$ cat config.mk
export PLATFORM = sky130hd
export DESIGN_NAME = shift_cmd_sequencer
export DESIGN_NICKNAME = d
export VERILOG_FILES = /design/src/rtl/shift_cmd_sequencer.sv
export SDC_FILE = /design/constraint.sdc
export NUM_CORES = 1
export LEC_CHECK = 0
export ABC_CLOCK_PERIOD_IN_PS = 3400
export CAP_MARGIN = 40
export CELL_PAD_IN_SITES_DETAIL_PLACEMENT = 0
export CELL_PAD_IN_SITES_GLOBAL_PLACEMENT = 2
export CORE_ASPECT_RATIO = 1.2
export CORE_MARGIN = 3
export CORE_UTILIZATION = 41
export CTS_CLUSTER_SIZE = 12
export DETAILED_ROUTE_END_ITERATION = 10
export PLACE_DENSITY_LB_ADDON = 0.05
export SYNTH_ARGS = -nofsm -noshare
export SYNTH_HDL_FRONTEND = slang
export SYNTH_SLANG_ARGS = --single-unit
$ cat constraint.sdc
create_clock -name clk -period 3.4 [get_ports clk]
set_clock_uncertainty 0.1 [all_clocks]
set_input_delay 0.51 -clock clk [delete_from_list [all_inputs] [get_ports clk]]
set_output_delay 0.51 -clock clk [all_outputs]
set_load 0.02 [all_outputs]
$ cat src/rtl/shift_cmd_sequencer.sv
// rtl/shift_cmd_sequencer.sv - buffered shift/rotate command front-end with chain accumulator
//
// Ports:
//   clk, nrst       clock (rising edge), asynchronous active-low reset
//   flush           synchronous clear of FIFO, output register and accumulator
//   in_valid/ready  command handshake; in_ready = !fifo_full && !flush
//   in_data         operand (unused when in_chain=1)
//   in_n            amount 0..15, saturated to 8
//   in_ar/lr/rot    arithmetic, left, rotate selects
//   in_chain        take the operand from the accumulator
//   out_valid/ready result handshake
//   out_data        registered result
//   level           FIFO occupancy 0..DEPTH

module shift_cmd_sequencer #(
  parameter int DEPTH = 4
) (
  input  logic                     clk,
  input  logic                     nrst,
  input  logic                     flush,
  input  logic                     in_valid,
  output logic                     in_ready,
  input  logic [7:0]               in_data,
  input  logic [3:0]               in_n,
  input  logic                     in_ar,
  input  logic                     in_lr,
  input  logic                     in_rot,
  input  logic                     in_chain,
  output logic                     out_valid,
  input  logic                     out_ready,
  output logic [7:0]               out_data,
  output logic [$clog2(DEPTH):0]   level
);

  localparam int AW = $clog2(DEPTH);
  localparam int CW = AW + 1;

  typedef struct packed {
    logic [7:0] data;
    logic [3:0] n;
    logic       ar;
    logic       lr;
    logic       rot;
    logic       chain;
  } cmd_t;

  cmd_t          mem [DEPTH];
  logic [AW-1:0] wr_ptr;
  logic [AW-1:0] rd_ptr;
  logic [CW-1:0] count;
  logic [7:0]    acc;

  logic          full;
  logic          push;
  logic          pop;
  cmd_t          head;
  logic [7:0]    op;
  logic [3:0]    k;
  logic [15:0]   dbl;
  logic [15:0]   rol_w;
  logic [15:0]   ror_w;
  logic [7:0]    res;

  assign full     = (count == CW'(DEPTH));
  assign in_ready = !full && !flush;
  assign push     = in_valid && in_ready;
  // The output register can take a new result when empty or being drained this edge.
  assign pop      = (count != '0) && (!out_valid || out_ready) && !flush;
  assign level    = count;

  always_comb begin
    head  = mem[rd_ptr];
    op    = head.chain ? acc : head.data;
    k     = (head.n > 4'd8) ? 4'd8 : head.n;
    // Rotations via a doubled operand: k=0 and k=8 both fall out as identity.
    dbl   = {op, op};
    rol_w = dbl << k;
    ror_w = dbl >> k;
    res   = 8'h00;
    if (head.rot)
      res = head.lr ? rol_w[15:8] : ror_w[7:0];
    else if (head.lr)
      res = op << k;
    else if (head.ar)
      res = 8'($signed(op) >>> k);
    else
      res = op >> k;
  end

  always_ff @(posedge clk) begin
    if (push)
      mem[wr_ptr] <= '{data: in_data, n: in_n, ar: in_ar, lr: in_lr, rot: in_rot, chain: in_chain};
  end

  always_ff @(posedge clk or negedge nrst) begin
    if (!nrst) begin
      wr_ptr    <= '0;
      rd_ptr    <= '0;
      count     <= '0;
      out_valid <= 1'b0;
      out_data  <= 8'h00;
      acc       <= 8'h00;
    end else if (flush) begin
      wr_ptr    <= '0;
      rd_ptr    <= '0;
      count     <= '0;
      out_valid <= 1'b0;
      out_data  <= 8'h00;
      acc       <= 8'h00;
    end else begin
      if (push)
        wr_ptr <= wr_ptr + 1'b1;
      if (pop) begin
        rd_ptr    <= rd_ptr + 1'b1;
        out_data  <= res;
        acc       <= res;
        out_valid <= 1'b1;
      end else if (out_ready) begin
        out_valid <= 1'b0;
      end
      case ({push, pop})
        2'b10:   count <= count + 1'b1;
        2'b01:   count <= count - 1'b1;
        default: count <= count;
      endcase
    end
  end

endmodule

# After elaboration in Yosys (flattened, before gate mapping)
# Memories as Yosys holds them, arrays and structs flattened.
# Cells that the tools add are included.
# totals
regBits	16
ramBits	64
elab_cells	51
inputBits	21
out_inout_bits	13
mem_count	1
# mem_list
memory	depth	width	read_ports	rd_ports_with_merged_regs	wr	line_no	rtl
mem	4	16	1	0	1	47	cmd_t mem [DEPTH];
# classes
shifts	5
reduce_logical	13
n_mux	19
magnitude_cmp	1
n_eq_ne	3
n_addsub	4
# ops
op	n
8-bit 2-to-1 mux	7
16-bit by 4-bit << shifter with 16-bit output	1
16-bit by 4-bit right shift with 8-bit output	1
3-bit nonzero test	3
2-bit 2-to-1 mux	4
8-bit by 4-bit << shifter with 8-bit output	1
8-bit by 4-bit right shift with 8-bit output	1
8-bit by 4-bit >>> shifter with 8-bit output	1
3-bit one-hot mux with 2 select lines	1
1-bit 2-to-1 mux	5
2-bit by 1-bit adder with 2-bit output, second input constant	2
4-bit > comparator, second input constant	1
1-bit logical AND	4
4-bit 2-to-1 mux	1
2-bit nonzero test	2
3-bit by 1-bit adder with 3-bit output, second input constant	1
3-bit == test, second input constant	1
1-bit zero test	3
3-bit 2-to-1 mux	1
3-bit by 1-bit subtractor with 3-bit output, second input constant	1
2-bit by 1-bit == test with 1-bit output, second input constant	1
2-bit == test, second input constant	1
1-bit logical OR	1

# Longest topological paths before layout
# Gate-level depths: netlist of the first run.
# An unclocked memory read counts as a cell.
# depth
word_depth	9
depth_mapped	11
ltp_nobuf	8

# Worst setup path before layout of the first run
# OpenSTA, ideal clock, no wires.
# synth_timing
path_type	register to register
from	register rd_ptr[0]
to	register acc[5]
path_slack_ns	0.829
path_buffers	2
stages_incl_launch_ff	10
period_less_slack_ns	2.571
arrival_time_ns	2.349
setup_time_ns	0.122
t_required_ns	3.178
path_cell_list	dfrtp_1 buf_6 buf_4 mux4_2 mux2i_2 mux2i_1 mux2_4 mux2i_1 nand3_1 a32o_1
# synth_via
elab_chain_cells	9
elab_cells_between_ends	15
cone_classes	order compare (1); shift (5); mux (8); memory (1)
# synth_lines
element	line_no	rtl
start, declared	49	logic [AW-1:0] rd_ptr;
start signal, assigned	114	rd_ptr <= rd_ptr + 1'b1;
memory 4 x 16 bit (*)	-	
4-bit > comparator	74	k = (head.n > 4'd8) ? 4'd8 : head.n;
4-bit 2-to-1 mux	74	
8-bit by 4-bit right shift with 8-bit output / 8-bit by 4-bit >>> shifter with 8-bit output (equally long branches)	87, 85	
8-bit 2-to-1 mux	84	else if (head.ar)
8-bit 2-to-1 mux	82	else if (head.lr)
8-bit 2-to-1 mux (*)	80	if (head.rot)
8-bit 2-to-1 mux (*)	113	if (pop) begin
8-bit 2-to-1 mux (*)	103	end else if (flush) begin
end signal, assigned	116	acc <= res;
end, declared	51	logic [7:0] acc;
# Mark *: on every way between the ends. The rest lies on a longest branch, timed or not. The select of a mux whose other input is x is not followed.
# A chain may end at the register's enable or synchronous reset.

# Final worst setup path of the first run
# layout_timing
from	register rd_ptr[0]
to	register acc[2]
# The elaborated chain is that of the path after synthesis.

==> metrics.csv, run 1 <==
metric;value;unit
die extent in y;120;um
Worst Setup Start Kind;flip-flop;
core area;10600;um^2
Yosys top cell by area;edfxtp_1;
WL per Instance;21.9;um
share of cells above drive strength 1;0.185;
Mapped Area;4450;um^2
Syn Inst Count;358;
power per cell area;938;nW/um^2
Inst Count DP;518;
CP peak stage delay;530;ps
max_cap viols;0;
CP Cell Sequence;buf_4 -> mux4_2 -> mux2i_2 -> mux2i_1 -> a21oi_1 -> o21ai_0 -> a211oi_1 -> a2111oi_2;
Metal-1 WL;5.08;mm
worst r2r dst;acc[2];
pin count of the biggest net entering global routing;21;
Final Util;0.502;
final WL;11.7;mm
postcts setup bufs;0;
CTS tree;yes;
Area after DPL;4970;um^2
initial antenna violation count;0;
n_diodes;0;
vias in the first global route;3233;
GRT Total Usage;0.206;
Post-Synthesis Net Count;384;
first-pass GRT wire length;18.5;mm
dpl ws;224;ps
Worst VDD drop;0.461;mV
Sum Neg Setup Slack;0;ps
Fin. Hold Viols;0;
chip width;101;um
Num CTS Buffers;9;
clk buf depth;2;
synth warn;0;
total power;4.98;mW
P_leak;1.92;nW
effective utilization at floorplan;0.421;
CTS sink count;80;
crit path time final;3080;ps
Hold Buf Count CTS;0;
Post-synth top flop;edfxtp_1;
Async SR Flop Fraction;0.200;
R2R Path Start;rd_ptr[0];
total grt overflow;0;
WS Path Type;reg2reg;
H-Tree Depth;3;
R2R cell count;8;
Slew headroom;0.616;
Setup crit end kind;flip-flop;
Slew Limit Fails;0;
Die Area;12100;um^2
Worst-path clk slew;70;ps
wire length on met3;434;um
final setup violation count;0;
Synth top area share;0.432;
ANT nets after route;0;
critical path's top delay family;multiplexers;
R2R Setup Slk;320;ps
Rows;41;
Post-DP HPWL;8.48;mm
drc violations;0;
Final Cycle Share;0.906;
met2 routed WL;5.71;mm
HP Class;in2async;
fin cells;534;
#FFs+latches synth;80;
Pre-Repair DR Iteration Count;5;
Worst-Margin Slew;577;ps
ranking of synthesized cells by area;edfxtp_1 (43%), dfrtp_1 (9.0%), mux4_2 (7.6%), mux2i_1 (6.8%), nand2_1 (3.1%);
RSZ-0062 raised after global routing;false;
Root Driver;clkbuf_16;
CP arrival;3180;ps
register area share after synthesis;0.522;
Avg Inst Size Synth;12.4;um^2
outcome;complete, no violations;
cell area after layout;5310;um^2
CP Buf/Inv Count;1;
cts repair resizes;0;
fmax;0.324;GHz
setup slack after layout;318;ps
Vias per Instance;5.91;
Post-synth EDFFs;64;
Placer Congestion;0.943;
uppermost layer routed;met4;
DRT iter0 DRCs;156;
nets;426;
Clock Latency Late Sink;340;ps
Via Count;3156;
CP max-delay cell;mux4_2;
most frequent cells in the layout;edfxtp_1 (64), nand2_1 (37), clkdlybuf4s50_1 (33), mux2i_1 (30), nor2_1 (26);
WP data required;3500;ps
I/O pin total;34;
Unique masters post-synth;59;
port bufs;33;
most common cell after layout, fill and taps aside;edfxtp_1;
Synth-to-Final Area Change;19.4;%
CP max FO;10;
worst hold slack;309;ps
[sequential cells by signal, summed over array words and instances (netlist names)]
register	flops
acc	8
mem	64
level	3
out_valid	1
wr_ptr	2
rd_ptr	2
[area by class of cell]
class	count	area, um^2
inverters	5	18.8
well taps	129	161
multi-input cells	250	1960
repair buffers	54	508
clock inverters	7	109
clock buffers	9	225
flip-flops and latches	80	2320
fillers	926	5260
[cell usage after synthesis, types with 4 or more instances]
| library cell | instances |
|---|---|
| o21ai_0 | 17 |
| edfxtp_1 | 64 |
| mux2i_1 | 30 |
| mux4_2 | 15 |
| mux2_2 | 7 |
| buf_6 | 5 |
| nand2_1 | 37 |
| and3_1 | 4 |
| a211oi_1 | 9 |
| mux2i_2 | 4 |
| nor3_1 | 12 |
| nand3_1 | 10 |
| clkbuf_1 | 9 |
| buf_2 | 5 |
| dfrtp_1 | 16 |
| a21oi_1 | 18 |
| ha_1 | 4 |
| nor2_1 | 26 |
| inv_1 | 4 |
[how the worst max path moves through the flow]
stage	start	to	slack, ps	cells after the start
3_5_place_dp	rd_ptr[0]	acc[2]	220	8
4_1_cts	rd_ptr[0]	acc[2]	210	8
2_1_floorplan	rd_ptr[0]	acc[5]	830	9
5_1_grt	rd_ptr[0]	acc[2]	90	8
6_report	rd_ptr[0]	acc[2]	320	8
3_3_place_gp	rd_ptr[0]	acc[2]	110	8
[worst reg2reg max path, delay by kind of cell (launching register included)]
kind / cells / cell delay (ps)
buffers and inverters: 1 / 270
AO/OA/AOI/OAI: 4 / 970
flip-flops: 1 / 490
multiplexers: 3 / 1120
[cell families (layout without fill, tap and decap cells)]
family | Yosys count | count (layout) | synth area share
DFF | 80 | 80 | 0.522
muxes | 60 | 60 | 0.192
and+or+nand+nor | 108 | 108 | 0.117
buffers and inverters | 28 | 75 | 0.0360
AOI/OAI and AO/OA | 74 | 74 | 0.111
adders and majority gates | 5 | 5 | 0.0158
xor gates and xnor gates | 3 | 3 | 0.00591
[report_power, final]
| group | leakage [nW] | total, mW | internal (mW) | switching [mW] |
|---|---|---|---|---|
| Combinational | 0.967 | 2.57 | 1.04 | 1.53 |
| Sequential | 0.794 | 1.34 | 1.19 | 0.151 |
| Clock | 0.164 | 1.08 | 0.660 | 0.416 |
| Total | 1.92 | 4.98 | 2.89 | 2.10 |
[layer usage]
layer	vias to the layer above	GRT usage
met3	30	0.0320
met2	97	0.326
li1	1464	-
met4	0	0.106
met1	1565	0.272
met5	-	0
No activity file was read; power rests on OpenSTA's default activity.
==> run 2: changes to the inputs <==
--- a/config.mk
+++ b/config.mk
@@ -15,6 +15,7 @@
 export CTS_CLUSTER_SIZE = 12
 export DETAILED_ROUTE_END_ITERATION = 10
 export PLACE_DENSITY_LB_ADDON = 0.05
+export RECOVER_POWER = 25
 export SYNTH_ARGS = -nofsm -noshare
 export SYNTH_HDL_FRONTEND = slang
 export SYNTH_SLANG_ARGS = --single-unit
==> run 2 against run 1 <==
Global-route usage did not move. Critical path depth unchanged. Sequential share of layout area rose by 0.20 points. Sequential power about the same. Register-to-register slack about the same. Flip-flop and latch count did not move. First-iteration DRC count fell by 1.9%. Total power down 0.12%. Non-clock buffer count did not move.
==> metrics.csv, run 2 (synthesis results as in run 1) <==
metric;value;unit
fillers;928;
share of cells above drive strength 1;0.183;
final WL;11.7;mm
switch share;0.421;
Pre-Repair DR Iteration Count;6;
Sum Neg Setup Slack;0;ps
Vias per Instance;5.92;
Setup crit end kind;flip-flop;
CTS tree;yes;
Slew Limit Fails;0;
Area after DPL;4970;um^2
clk buf depth;2;
Final Util;0.500;
Placer Congestion;0.943;
Worst VDD drop;0.460;mV
ANT nets after route;0;
R2R cell count;8;
Worst-Margin Slew;914;ps
CTS sink count;80;
most frequent cells in the layout;edfxtp_1 (64), nand2_1 (37), mux2i_1 (30), nor2_1 (26), clkdlybuf4s50_1 (24);
Rows;41;
R2R Path Start;rd_ptr[0];
Post-DP HPWL;8.48;mm
outcome;complete, no violations;
pin count of the biggest net entering global routing;21;
WL per Instance;21.9;um
worst hold slack;330;ps
Num CTS Buffers;9;
nets;426;
fin cells;534;
combinational share of power;0.515;
Largest Register;mem;
H-Tree Depth;3;
Clock Latency Late Sink;340;ps
final setup violation count;0;
core area;10600;um^2
Die Area;12100;um^2
worst r2r dst;acc[2];
cell area after layout;5290;um^2
switching power;2.09;mW
WP data required;3500;ps
die extent in y;120;um
CP arrival;3190;ps
Internal Power;2.88;mW
n_diodes;0;
Final Cycle Share;0.909;
DRT iter0 DRCs;153;
RSZ-0062 raised after global routing;false;
WS Path Type;reg2reg;
vias in the first global route;3233;
Hold Buf Count CTS;0;
GRT Total Usage;0.206;
drc violations;0;
power per cell area;941;nW/um^2
port bufs;33;
Inst Count DP;518;
P_leak;1.92;nW
Worst Setup Start Kind;flip-flop;
critical path startpoint;rd_ptr[0];
HP Class;in2async;
R2R Setup Slk;310;ps
power share of the clock group;0.216;
I/O pin total;34;
max_cap viols;0;
Fin. Hold Viols;0;
Sequential Power Share;0.269;
first-pass GRT wire length;18.5;mm
most common cell after layout, fill and taps aside;edfxtp_1;
postcts setup bufs;0;
max FFs per register;64;
effective utilization at floorplan;0.421;
initial antenna violation count;0;
fmax;0.324;GHz
Synth-to-Final Area Change;18.9;%
CP max FO;10;
Via Count;3159;
total grt overflow;0;
Worst-path clk slew;70;ps
chip width;101;um
Root Driver;clkbuf_16;
crit path time final;3090;ps
Slew headroom;0.390;
==> run 2: power groups by stage <==
stage          clock [mW]  combinational [mW]  sequential, mW
3_3_place_gp            0                2.59            1.36
6_report             1.08                2.56            1.34
4_1_cts              1.10                2.55            1.34
3_5_place_dp            0                2.53            1.36
2_1_floorplan           0                1.75            1.36
5_1_grt              1.14                2.76            1.35
==> run 2: worst max-delay path by stage <==
stage | endpoint | slack (ps)
after floorplan | acc[5] | 830
final | acc[2] | 310
after global placement | acc[2] | 110
after CTS | acc[2] | 210
after global routing | acc[2] | 90
after detailed placement | acc[2] | 220
==> run 2: stage by stage <==
stage | total power, mW | setup slack, ps
final | 4.97 | 309
after global routing | 5.25 | 88.8
after detailed placement | 3.89 | 224
after CTS | 4.99 | 212
after floorplan | 3.11 | 829
after global placement | 3.94 | 105
==> run 2: layout make-up <==
cell class                 count  area [um^2]  area share
clock buffer                   9          225      0.0426
clock inverter                 7          109      0.0206
inverter                       5         18.8     0.00355
multi-input combinational    250         1960       0.371
sequential                    80         2320       0.440
tap                          129          161      0.0305
timing repair buffer          54          484      0.0916
==> run 2: critical path, stage by stage (launching register included) <==
cell and delay [ps]:
dfrtp_2 490, buf_4 270, mux4_2 530, mux2i_2 410, mux2i_1 170, a21oi_1 380
o21ai_0 160, a211oi_1 350, a2111oi_2 90
==> run 2: repair_timing <==
item / 4_1_cts / 5_1_grt
gates resized for setup: 0 / 1
setup endpoints to repair: 0 / 1
endpoints found under the hold margin: 0 / 0
==> run 2: routing by layer <==
metal,GRT usage,vias to the layer above,part of all wire
li1,-,1466,-
met4,0.106,0,0.045
met3,0.0320,32,0.044
met1,0.272,1556,0.43
met2,0.326,105,0.49
met5,0,-,0
